$ cat config.mk
export PLATFORM = sky130hd
export DESIGN_NAME = coherence_bus_ctrl
export DESIGN_NICKNAME = d
export VERILOG_FILES = /design/src/rtl/coherence_bus_ctrl.sv
export SDC_FILE = /design/constraint.sdc
export NUM_CORES = 1
export LEC_CHECK = 0
export CAP_MARGIN = 40
export CELL_PAD_IN_SITES_DETAIL_PLACEMENT = 1
export CELL_PAD_IN_SITES_GLOBAL_PLACEMENT = 1
export CORE_AREA = 3 3 197 199
export DETAILED_ROUTE_END_ITERATION = 10
export DIE_AREA = 0 0 200 202
export HOLD_SLACK_MARGIN = 0.15
export PLACE_DENSITY = 0.68
export SYNTH_ARGS = -nofsm -noshare
export SYNTH_HDL_FRONTEND = slang
export SYNTH_SLANG_ARGS = --single-unit
$ cat constraint.sdc
create_clock -name CLK -period 3.8 [get_ports CLK]
set_input_delay 0.38 -clock CLK [delete_from_list [all_inputs] [get_ports CLK]]
set_output_delay 0.38 -clock CLK [all_outputs]
set_load 0.02 [all_outputs]
$ cat src/rtl/coherence_bus_ctrl.sv
// ---------------------------------------------------------------------------
// coherence_bus_ctrl
//
// Snooping bus controller for the dual-core design. It is the responder side
// of the dcache/icache coherence interface. Dcache writebacks, read misses
// and write-upgrades, plus icache fetches, from both cores share one RAM
// port. A read miss first snoops the other cache. If that cache holds the
// block dirty, its data is forwarded (cache-to-cache) and RAM is updated.
//
// Optional feature macro: BUSCTRL_C2C_EN
//   defined   : a dirty snoop feeds the requester directly while RAM is
//               written in parallel (4-cycle best-case read miss).
//   undefined : the dirty block is written to RAM first, then the same two
//               words are read back from RAM (6-cycle best-case read miss).
//
// Ports
//   CLK, nRST              clock, asynchronous active-low reset
//   dREN/dWEN/ccwrite      per-cache read miss / writeback / upgrade request
//   daddr, dstore          per-cache word address and store data
//   cctrans                snooped cache is supplying a valid+dirty block
//   iREN, iaddr            per-cache instruction fetch
//   dwait/iwait            stall, low for the cycle a word completes
//   dload/iload            returned data
//   ccwait/ccinv           snoop strobe / invalidate (or upgrade ack)
//   ccsnoopaddr            snoop address
//   ramREN/ramWEN/ramaddr/ramstore/ramload/ramstate   RAM port
// ---------------------------------------------------------------------------
module coherence_bus_ctrl #(
   parameter int CPUS = 2
) (
   input  logic                      CLK,
   input  logic                      nRST,
   input  logic [CPUS-1:0]           dREN,
   input  logic [CPUS-1:0]           dWEN,
   input  logic [CPUS-1:0]           ccwrite,
   input  logic [CPUS-1:0][31:0]     daddr,
   input  logic [CPUS-1:0][31:0]     dstore,
   input  logic [CPUS-1:0]           cctrans,
   input  logic [CPUS-1:0]           iREN,
   input  logic [CPUS-1:0][31:0]     iaddr,
   output logic [CPUS-1:0]           dwait,
   output logic [CPUS-1:0]           iwait,
   output logic [CPUS-1:0][31:0]     dload,
   output logic [CPUS-1:0][31:0]     iload,
   output logic [CPUS-1:0]           ccwait,
   output logic [CPUS-1:0]           ccinv,
   output logic [CPUS-1:0][31:0]     ccsnoopaddr,
   output logic                      ramREN,
   output logic                      ramWEN,
   output logic [31:0]               ramaddr,
   output logic [31:0]               ramstore,
   input  logic [31:0]               ramload,
   input  logic [1:0]                ramstate
);

   localparam logic [1:0] RAM_ACCESS = 2'd2;

   typedef enum logic [3:0] {
      IDLE, WB1, WB2, SNOOP1, SNOOP2, XFER1, XFER2, INV, IFETCH
   } state_t;

   state_t      state, next_state;
   logic        r, next_r;
   logic        c2c, next_c2c;
   logic        last, next_last;
   logic        s;
   logic        access;
   logic [31:0] rd_addr;

   assign s       = ~r;
   assign access  = (ramstate == RAM_ACCESS);
   assign rd_addr = daddr[r];

   // When both caches raise the same request class, the one not served
   // most recently wins; otherwise the single requester is chosen.
   function automatic logic pick(input logic [1:0] req, input logic pref);
      return (req == 2'b11) ? pref : req[1];
   endfunction

   // State register plus the latched requester, the dirty-snoop flag and
   // the round-robin history. Reset drops any transaction in flight.
   always_ff @(posedge CLK or negedge nRST) begin
      if (!nRST) begin
         state <= IDLE;
         r     <= 1'b0;
         c2c   <= 1'b0;
         last  <= 1'b0;
      end else begin
         state <= next_state;
         r     <= next_r;
         c2c   <= next_c2c;
         last  <= next_last;
      end
   end

   // Next-state and all outputs. Outputs are purely combinational from the
   // state, latched requester/c2c and ramstate. RAM beats only advance on
   // ACCESS, so BUSY/ERROR simply hold the state with the wait line high.
   always_comb begin
      next_state  = state;
      next_r      = r;
      next_c2c    = c2c;
      next_last   = last;
      dwait       = '1;
      iwait       = '1;
      dload       = '0;
      iload       = '0;
      ccwait      = '0;
      ccinv       = '0;
      ccsnoopaddr = '0;
      ramREN      = 1'b0;
      ramWEN      = 1'b0;
      ramaddr     = '0;
      ramstore    = '0;

      case (state)
         IDLE: begin
            if (|dWEN) begin
               next_r     = pick(dWEN, ~last);
               next_state = WB1;
            end else if (|dREN) begin
               next_r     = pick(dREN, ~last);
               next_state = SNOOP1;
            end else if (|ccwrite) begin
               next_r     = pick(ccwrite, ~last);
               next_state = INV;
            end else if (|iREN) begin
               next_r     = pick(iREN, ~last);
               next_state = IFETCH;
            end
         end

         WB1, WB2: begin
            ramWEN   = 1'b1;
            ramaddr  = rd_addr;
            ramstore = dstore[r];
            if (access) begin
               dwait[r]   = 1'b0;
               next_state = (state == WB1) ? WB2 : IDLE;
            end
         end

         // The snooped cache registers ccsnoopaddr, so the strobe is held
         // for two cycles before its cctrans answer is trusted.
         SNOOP1, SNOOP2: begin
            ccwait[s]      = 1'b1;
            ccinv[s]       = ccwrite[r];
            ccsnoopaddr[s] = {rd_addr[31:3], 1'b0, rd_addr[1:0]};
            if (state == SNOOP1) begin
               next_state = SNOOP2;
            end else begin
               next_c2c   = cctrans[s];
               next_state = XFER1;
            end
         end

         XFER1, XFER2: begin
            ccwait[s]      = 1'b1;
            ccsnoopaddr[s] = {rd_addr[31:3], (state == XFER2), rd_addr[1:0]};
            ramaddr        = rd_addr;
            if (c2c) begin
               ramWEN   = 1'b1;
               ramstore = dstore[s];
`ifdef BUSCTRL_C2C_EN
               dload[r] = dstore[s];
               if (access) dwait[r] = 1'b0;
`endif
            end else begin
               ramREN   = 1'b1;
               dload[r] = ramload;
               if (access) dwait[r] = 1'b0;
            end
            if (access) begin
               if (state == XFER1) begin
                  next_state = XFER2;
               end else begin
`ifdef BUSCTRL_C2C_EN
                  next_state = IDLE;
`else
                  // Without forwarding, the dirty block has only been
                  // written back; re-run both words as a RAM read.
                  if (c2c) begin
                     next_c2c   = 1'b0;
                     next_state = XFER1;
                  end else begin
                     next_state = IDLE;
                  end
`endif
               end
            end
         end

         INV: begin
            ccwait[s]      = 1'b1;
            ccinv[s]       = 1'b1;
            ccsnoopaddr[s] = rd_addr;
            ccinv[r]       = 1'b1;
            next_state     = IDLE;
         end

         IFETCH: begin
            ramREN   = 1'b1;
            ramaddr  = iaddr[r];
            iload[r] = ramload;
            if (access) begin
               iwait[r]   = 1'b0;
               next_state = IDLE;
            end
         end

         default: next_state = IDLE;
      endcase

      if (state != IDLE && next_state == IDLE) next_last = r;
   end

endmodule

==> summary.txt, run 1 <==
Run status
  • Status: completed

Placed design
  • Post-DP Area: 9260 µm²
  • # port buffers: 503
  • GP Congestion: 0.808
  • Dpl hpwl: 23300 µm

Logic synthesis
  • Synth Area in Compound Gates: 25.8%
  • Yosys warning count: 0
  • Yosys cell types: 45
  • Fraction of registers with async set/reset: 100%
  • Adder-Cell Fraction of Synth Area: 0%
  • Synth top area cells: and2_1 32%, mux2i_1 18%, a221oi_1 15%, o22ai_1 5.6%, dfrtp_1 4.7%
  • Post-synth EDFFs: 0
  • Yosys top cell by area: and2_1
  • Syn Nets: 774
  • Dominant synthesized flop cell: dfrtp_1
  • Post-Syn Area: 3690 µm²
  • Post-Synth Simple-Gate Area: 43.2%
  • Post-synth top area share: 32.2%
  • Avg Inst Size Synth: 6.89 µm²
  • Xor and xnor area share after synthesis: 0.237%
  • Largest family of logic cells by synthesized area: simple AND/OR/NAND/NOR gates
  • Synthesis-stage register bit count: 7
  • Post-synthesis mux area share: 18.5%
  • Seq/Total Area, Yosys: 4.74%
  • Synth Instances: 536

Detailed routing
  • DR pass1 iterations: 4
  • Final ANT Viol Nets: 0
  • Via count: 6046
  • DRC Markers: 0
  • Starting DRT DRC Count: 271
  • Final wirelength: 28300 µm
  • Routed vias/inst: 4.00
  • Avg WL per Cell: 18.7 µm

Critical path
  • Nature of the critical path endpoint: output pin
  • Startpoint Class: register
  • Worst flop-to-flop path endpoint: last
  • Crit path DAT: 3020 ps
  • R2r setup slk: 1750 ps
  • Setup CP Type: register to output pin
  • Reg2Reg Depth: 5
  • CP max FO: 64
  • CP Data Required Time: 3420 ps
  • R2r startpoint: state[1]

STA
  • Fmax: 294 MHz
  • Final period utilization: 89.5%
  • Final setup fails: 0
  • Fin. Hold Viols: 0
  • Min Tclk post-route: 3400 ps
  • TNS Setup: 0 ps
  • Relative slew margins: 48.5%
  • Clock Skew: 4.39 ps
  • Max Slew Vio Count: 0
  • Worst slew pin tran: 753 ps
  • Unrepaired setup endpoints after global routing: no

Clock network
  • TritonCTS clock tree: done
  • Longest Clk Path Bufs: 2
  • Setup bufs post-CTS: 0
  • CTS clk-pin slew, worst paths: 40 ps
  • Clock Sinks: 7
  • CTS-repair resized insts: 0
  • Clock Tree Root: clkbuf_16
  • Cts bufs inserted: 3
  • Post-CTS Hold Buffers: 0
  • H-Tree Level Count: 1
  • Worst skew pair latency: 230 ps

Final layout
  • P&R area growth vs syn: 153%
  • Design Area, Final: 9350 µm²
  • Fin nets: 1239
  • Layout fillers: 4449
  • Layout cell share with drive strength beyond 1: 3.40%

Global routing
  • Overall Global Routing Usage: 13.0%
  • First-pass GRT wire length: 40800 µm
  • Vias in the first global route: 6398
  • Initial antenna violation count: 2
  • GRT overflow: 0
  • Largest net degree at the start of global routing: 65

Floorplan
  • Core area: 37400 µm²
  • Full die area: 40400 µm²
  • # rows: 71
  • Chip Width: 200 µm
  • Die height: 202 µm
  • Initial core utilization: 9.88%
  • I/O pin cnt: 504

Pwr
  • Pwr Total: 6080 µW
  • Power per cell area: 651 nW/µm²
  • Peak VDD IR: 349 µV
  • Leakage power: 0.00336 µW

Flow run
  • Max-capacitance violation count: 0

Min path
  • HP Class: input pin to asynchronous set/reset pin
## power breakdown
| part | total, µW | leakage [µW] | switching, µW | internal, µW |
|---|---|---|---|---|
| Clock | 181 | 0.0000409 | 42.7 | 138 |
| Combinational | 5630 | 0.00323 | 3080 | 2550 |
| Sequential | 269 | 0.0000862 | 160 | 109 |
| Total | 6080 | 0.00336 | 3280 | 2800 |
## layout make-up
| class | count | area [µm²] | area share (%) |
|---|---|---|---|
| clock inverter | 1 | 5.00 | 0.0535 |
| timing repair buffer | 517 | 5160 | 55.2 |
| multi-input combinational | 466 | 3260 | 34.9 |
| tap | 511 | 639 | 6.84 |
| clock buffer | 3 | 75.1 | 0.803 |
| sequential | 7 | 179 | 1.91 |
| inverter | 6 | 22.5 | 0.241 |
| antenna | 1 | 2.50 | 0.0268 |
## cell usage in the layout, fill, tap and decap left out, types with 3 or more instances in the layout
master / Yosys / routed
and3_1: 3 / 3
nor2b_1: 3 / 3
dfrtp_1: 7 / 6
nor2_1: 42 / 40
buf_4: 1 / 13
nor3_1: 5 / 3
a221oi_1: 62 / 62
nor3_2: 2 / 4
nand2_1: 7 / 7
mux2i_1: 65 / 65
and2_1: 190 / 190
o21ai_0: 7 / 7
clkdlybuf4s50_1: 0 / 502
a21oi_1: 9 / 9
nand3_1: 6 / 6
clkbuf_16: 0 / 3
o22ai_1: 33 / 33
inv_1: 4 / 4
## cell usage after synthesis, drive strengths merged, types with 6 or more instances
| master | instances |
|---|---|
| nand3 | 6 |
| buf | 33 |
| inv | 6 |
| mux2i | 65 |
| clkbuf | 24 |
| a221oi | 62 |
| nor3 | 7 |
| nand2 | 8 |
| o22ai | 33 |
| and2 | 190 |
| dfrtp | 7 |
| a21oi | 9 |
| nor2 | 44 |
| o21ai | 8 |
## worst max path at each step
| stage | start | to | slack (ps) | cells past startpoint |
|---|---|---|---|---|
| finish | state[1] | ramstore[30] | 400 | 8 |
| detailed placement | state[1] | ramstore[30] | 620 | 8 |
| global route | state[1] | ramstore[2] | 160 | 8 |
| floorplan | state[1] | ramstore[10] | 1750 | 7 |
| CTS | state[1] | ramstore[30] | 360 | 8 |
| global placement | state[1] | ramstore[30] | 680 | 8 |
## cell families after synthesis
| group | after synthesis |
|---|---|
| simple gates | 271 |
| compound gates | 126 |
| mux | 68 |
| buf+inv | 63 |
| flops | 7 |
| xor+xnor | 1 |
## per-layer routing
| metal | track usage, % | vias to the layer above | wire length (µm) |
|---|---|---|---|
| met5 | 0 | - | 0 |
| met4 | 1.60 | 0 | 375 |
| met3 | 3.00 | 20 | 2100 |
| met2 | 24.3 | 279 | 14500 |
| met1 | 15.5 | 2859 | 11300 |
| li1 | - | 2888 | - |
## sequential cells by signal, indices dropped and copies added, names as in the netlist
name   count
state      4
c2c        1
last       1
r          1
## critical path: stages, from the launching register on
cell and delay [ps]:
dfrtp_1 670, xor2_1 300, nand2_2 120, buf_4 300, nor2_4 180, buf_12 260, mux2_2 210, a22o_1 130
clkdlybuf4s50_1 600
## per-stage QoR
| step | instances | hold slack (ps) | setup WS (ps) | util, % |
|---|---|---|---|---|
| 2_1_floorplan | 536 | 84.4 | 1750 | - |
| 3_3_place_gp | 1507 | 539 | 680 | 24.8 |
| 3_5_place_dp | 1507 | 559 | 620 | 24.8 |
| 4_1_cts | 1511 | 452 | 363 | 25.0 |
| 5_1_grt | 1511 | 459 | 159 | 25.0 |
| 6_report | 1512 | 437 | 398 | 25.0 |
Power figures use the tool's default switching activity.
==> run 2, diff against run 1 <==
--- a/config.mk
+++ b/config.mk
@@ -5,12 +5,13 @@
 export SDC_FILE = /design/constraint.sdc
 export NUM_CORES = 1
 export LEC_CHECK = 0
-export CAP_MARGIN = 40
+export CAP_MARGIN = 20
 export CELL_PAD_IN_SITES_DETAIL_PLACEMENT = 1
 export CELL_PAD_IN_SITES_GLOBAL_PLACEMENT = 1
-export CORE_AREA = 3 3 197 199
+export CORE_AREA = 2 2 196 198
+export CTS_CLUSTER_SIZE = 28
 export DETAILED_ROUTE_END_ITERATION = 10
-export DIE_AREA = 0 0 200 202
+export DIE_AREA = 0 0 198 200
 export HOLD_SLACK_MARGIN = 0.15
 export PLACE_DENSITY = 0.68
 export SYNTH_ARGS = -nofsm -noshare
==> run 2 against run 1 <==
Flip-flop and latch count unchanged; sequential power down 28%; combinational power up 3%; routed wire length up 0.38%; register-to-register slack better by 200 ps; highest routed layer unchanged.
==> summary.txt, run 2 (same netlist as run 1, synthesis figures left out) <==
Global routing
  • GRT overflow: 0
  • Initial antenna violation count: 0
  • Overall Global Routing Usage: 13.1%
  • Vias in the first global route: 6393
  • Largest net degree at the start of global routing: 73
  • First-pass GRT wire length: 39800 µm

Clock network
  • Longest Clk Path Bufs: 2
  • CTS-repair resized insts: 0
  • Setup bufs post-CTS: 0
  • Worst skew pair latency: 230 ps
  • Cts bufs inserted: 3
  • CTS clk-pin slew, worst paths: 40 ps
  • Post-CTS Hold Buffers: 0
  • H-Tree Level Count: 1
  • Clock Tree Root: clkbuf_16
  • TritonCTS clock tree: done
  • Clock Sinks: 7

STA
  • Final setup fails: 0
  • Worst slew pin tran: 659 ps
  • Max Slew Vio Count: 0
  • Fmax: 314 MHz
  • Relative slew margins: 54.9%
  • TNS Setup: 0 ps
  • Clock Skew: 0.840 ps
  • Fin. Hold Viols: 0
  • Min Tclk post-route: 3180 ps
  • Unrepaired setup endpoints after global routing: no
  • WHS: 441 ps
  • Final period utilization: 83.8%
  • Final worst setup slack: 616 ps

Floorplan
  • Die height: 200 µm
  • # rows: 71
  • Core area: 37400 µm²
  • Chip Width: 198 µm
  • Full die area: 39600 µm²
  • Initial core utilization: 9.88%
  • I/O pin cnt: 504

Flow run
  • Max-capacitance violation count: 0

Critical path
  • Startpoint Class: register
  • Max incr delay on CP: 630 ps
  • Setup CP Type: register to output pin
  • CP Cell Sequence: xor2_1 -> nand2_2 -> nor2_4 -> buf_12 -> a221oi_1 -> nor2_1 -> clkdlybuf4s50_1
  • Crit path DAT: 2800 ps
  • CP Data Required Time: 3420 ps
  • Reg2Reg Depth: 5
  • Nature of the critical path endpoint: output pin
  • CP max FO: 64
  • Crit-path slowest cell: clkdlybuf4s50_1

Placed design
  • Dpl hpwl: 23700 µm
  • GP Congestion: 0.844
  • DP Worst Slack: 695 ps
  • # port buffers: 503
  • Post-DP Area: 9310 µm²

Detailed routing
  • Final ANT Viol Nets: 0
  • DRC Markers: 0
  • Max Used Layer: met4
  • Final wirelength: 28400 µm
  • DR pass1 iterations: 4
  • Routed vias/inst: 4.00
  • Met2 wire length: 14800 µm
  • Met1 WL: 11500 µm
  • Via count: 6052
  • Routed wl met3: 1940 µm
  • Avg WL per Cell: 18.8 µm
  • Starting DRT DRC Count: 127

Final layout
  • P&R area growth vs syn: 154%
  • Area occupied by multi-input gates: 3260 µm²
  • Register area: 179 µm²
  • # diodes: 0
  • Core Util, Final: 25.1%
  • Layout cell share with drive strength beyond 1: 3.49%
  • Layout fillers: 4465
  • Fin nets: 1242
  • Most common cell after layout, fill and taps aside: clkdlybuf4s50_1
  • Design Area, Final: 9390 µm²
  • Largest register FFs: 4
  • Most flop-heavy register: state
  • Most frequent cells in the layout: 503 x clkdlybuf4s50_1, 190 x and2_1, 65 x mux2i_1, 62 x a221oi_1, 40 x nor2_1

Run status
  • Status: completed

Min path
  • HP Class: input pin to asynchronous set/reset pin

Pwr
  • Leakage power: 0.00338 µW
  • Power per cell area: 657 nW/µm²
  • Peak VDD IR: 268 µV
[run 2: changes by cell type in the layout (fill, tap and decap cells not counted)]
cell,previous run,this run
buf_12,2,4
clkbuf_1,0,1
clkdlybuf4s50_1,502,503
clkinv_2,1,0
diode_2,1,0
[run 2: final timing paths]
kind / slack [ps] / end / startpoint
hold / removal: 440 / last / nRST
hold reg to reg: 560 / last / last
setup reg to reg: 1950 / last / state[0]
min in group CLK: 560 / last / last
max in group asynchronous: 3050 / r / nRST
setup / recovery: 620 / ramstore[27] / state[0]
[run 2: final cells by class]
| cell class | instances | share of cell area, % |
|---|---|---|
| clock buffers | 4 | 0.839 |
| inverters | 6 | 0.240 |
| flip-flops and latches | 7 | 1.90 |
| repair buffers | 520 | 55.5 |
| well taps | 511 | 6.81 |
| multi-input cells | 466 | 34.7 |
[run 2: where the power goes]
| group | internal [µW] | leakage [µW] | total, µW | switching, µW |
|---|---|---|---|---|
| registers | 111 | 0.0000862 | 195 | 84.6 |
| logic | 2600 | 0.00325 | 5790 | 3190 |
| clock network | 140 | 0.0000382 | 184 | 44.3 |
[run 2: metal layers]
layer / vias to the layer above / GRT usage (%)
met5: - / 0
met4: 0 / 1.03
met3: 10 / 2.87
met2: 249 / 24.5
met1: 2903 / 15.8
li1: 2890 / -
[run 2: through the flow]
stage | cells | power (µW)
after floorplan | 536 | 3280
after global routing | 1514 | 6560
after detailed placement | 1510 | 6080
final | 1514 | 6170
after CTS | 1514 | 6280
after global placement | 1510 | 6020
[run 2: critical path: cells and delay by family (launching register included)]
family | cells | cell delay [ps]
XOR/XNOR | 1 | 280
buffers and inverters | 2 | 890
AND/OR/NAND/NOR | 3 | 640
flip-flops | 1 | 570
AO/OA/AOI/OAI | 1 | 130
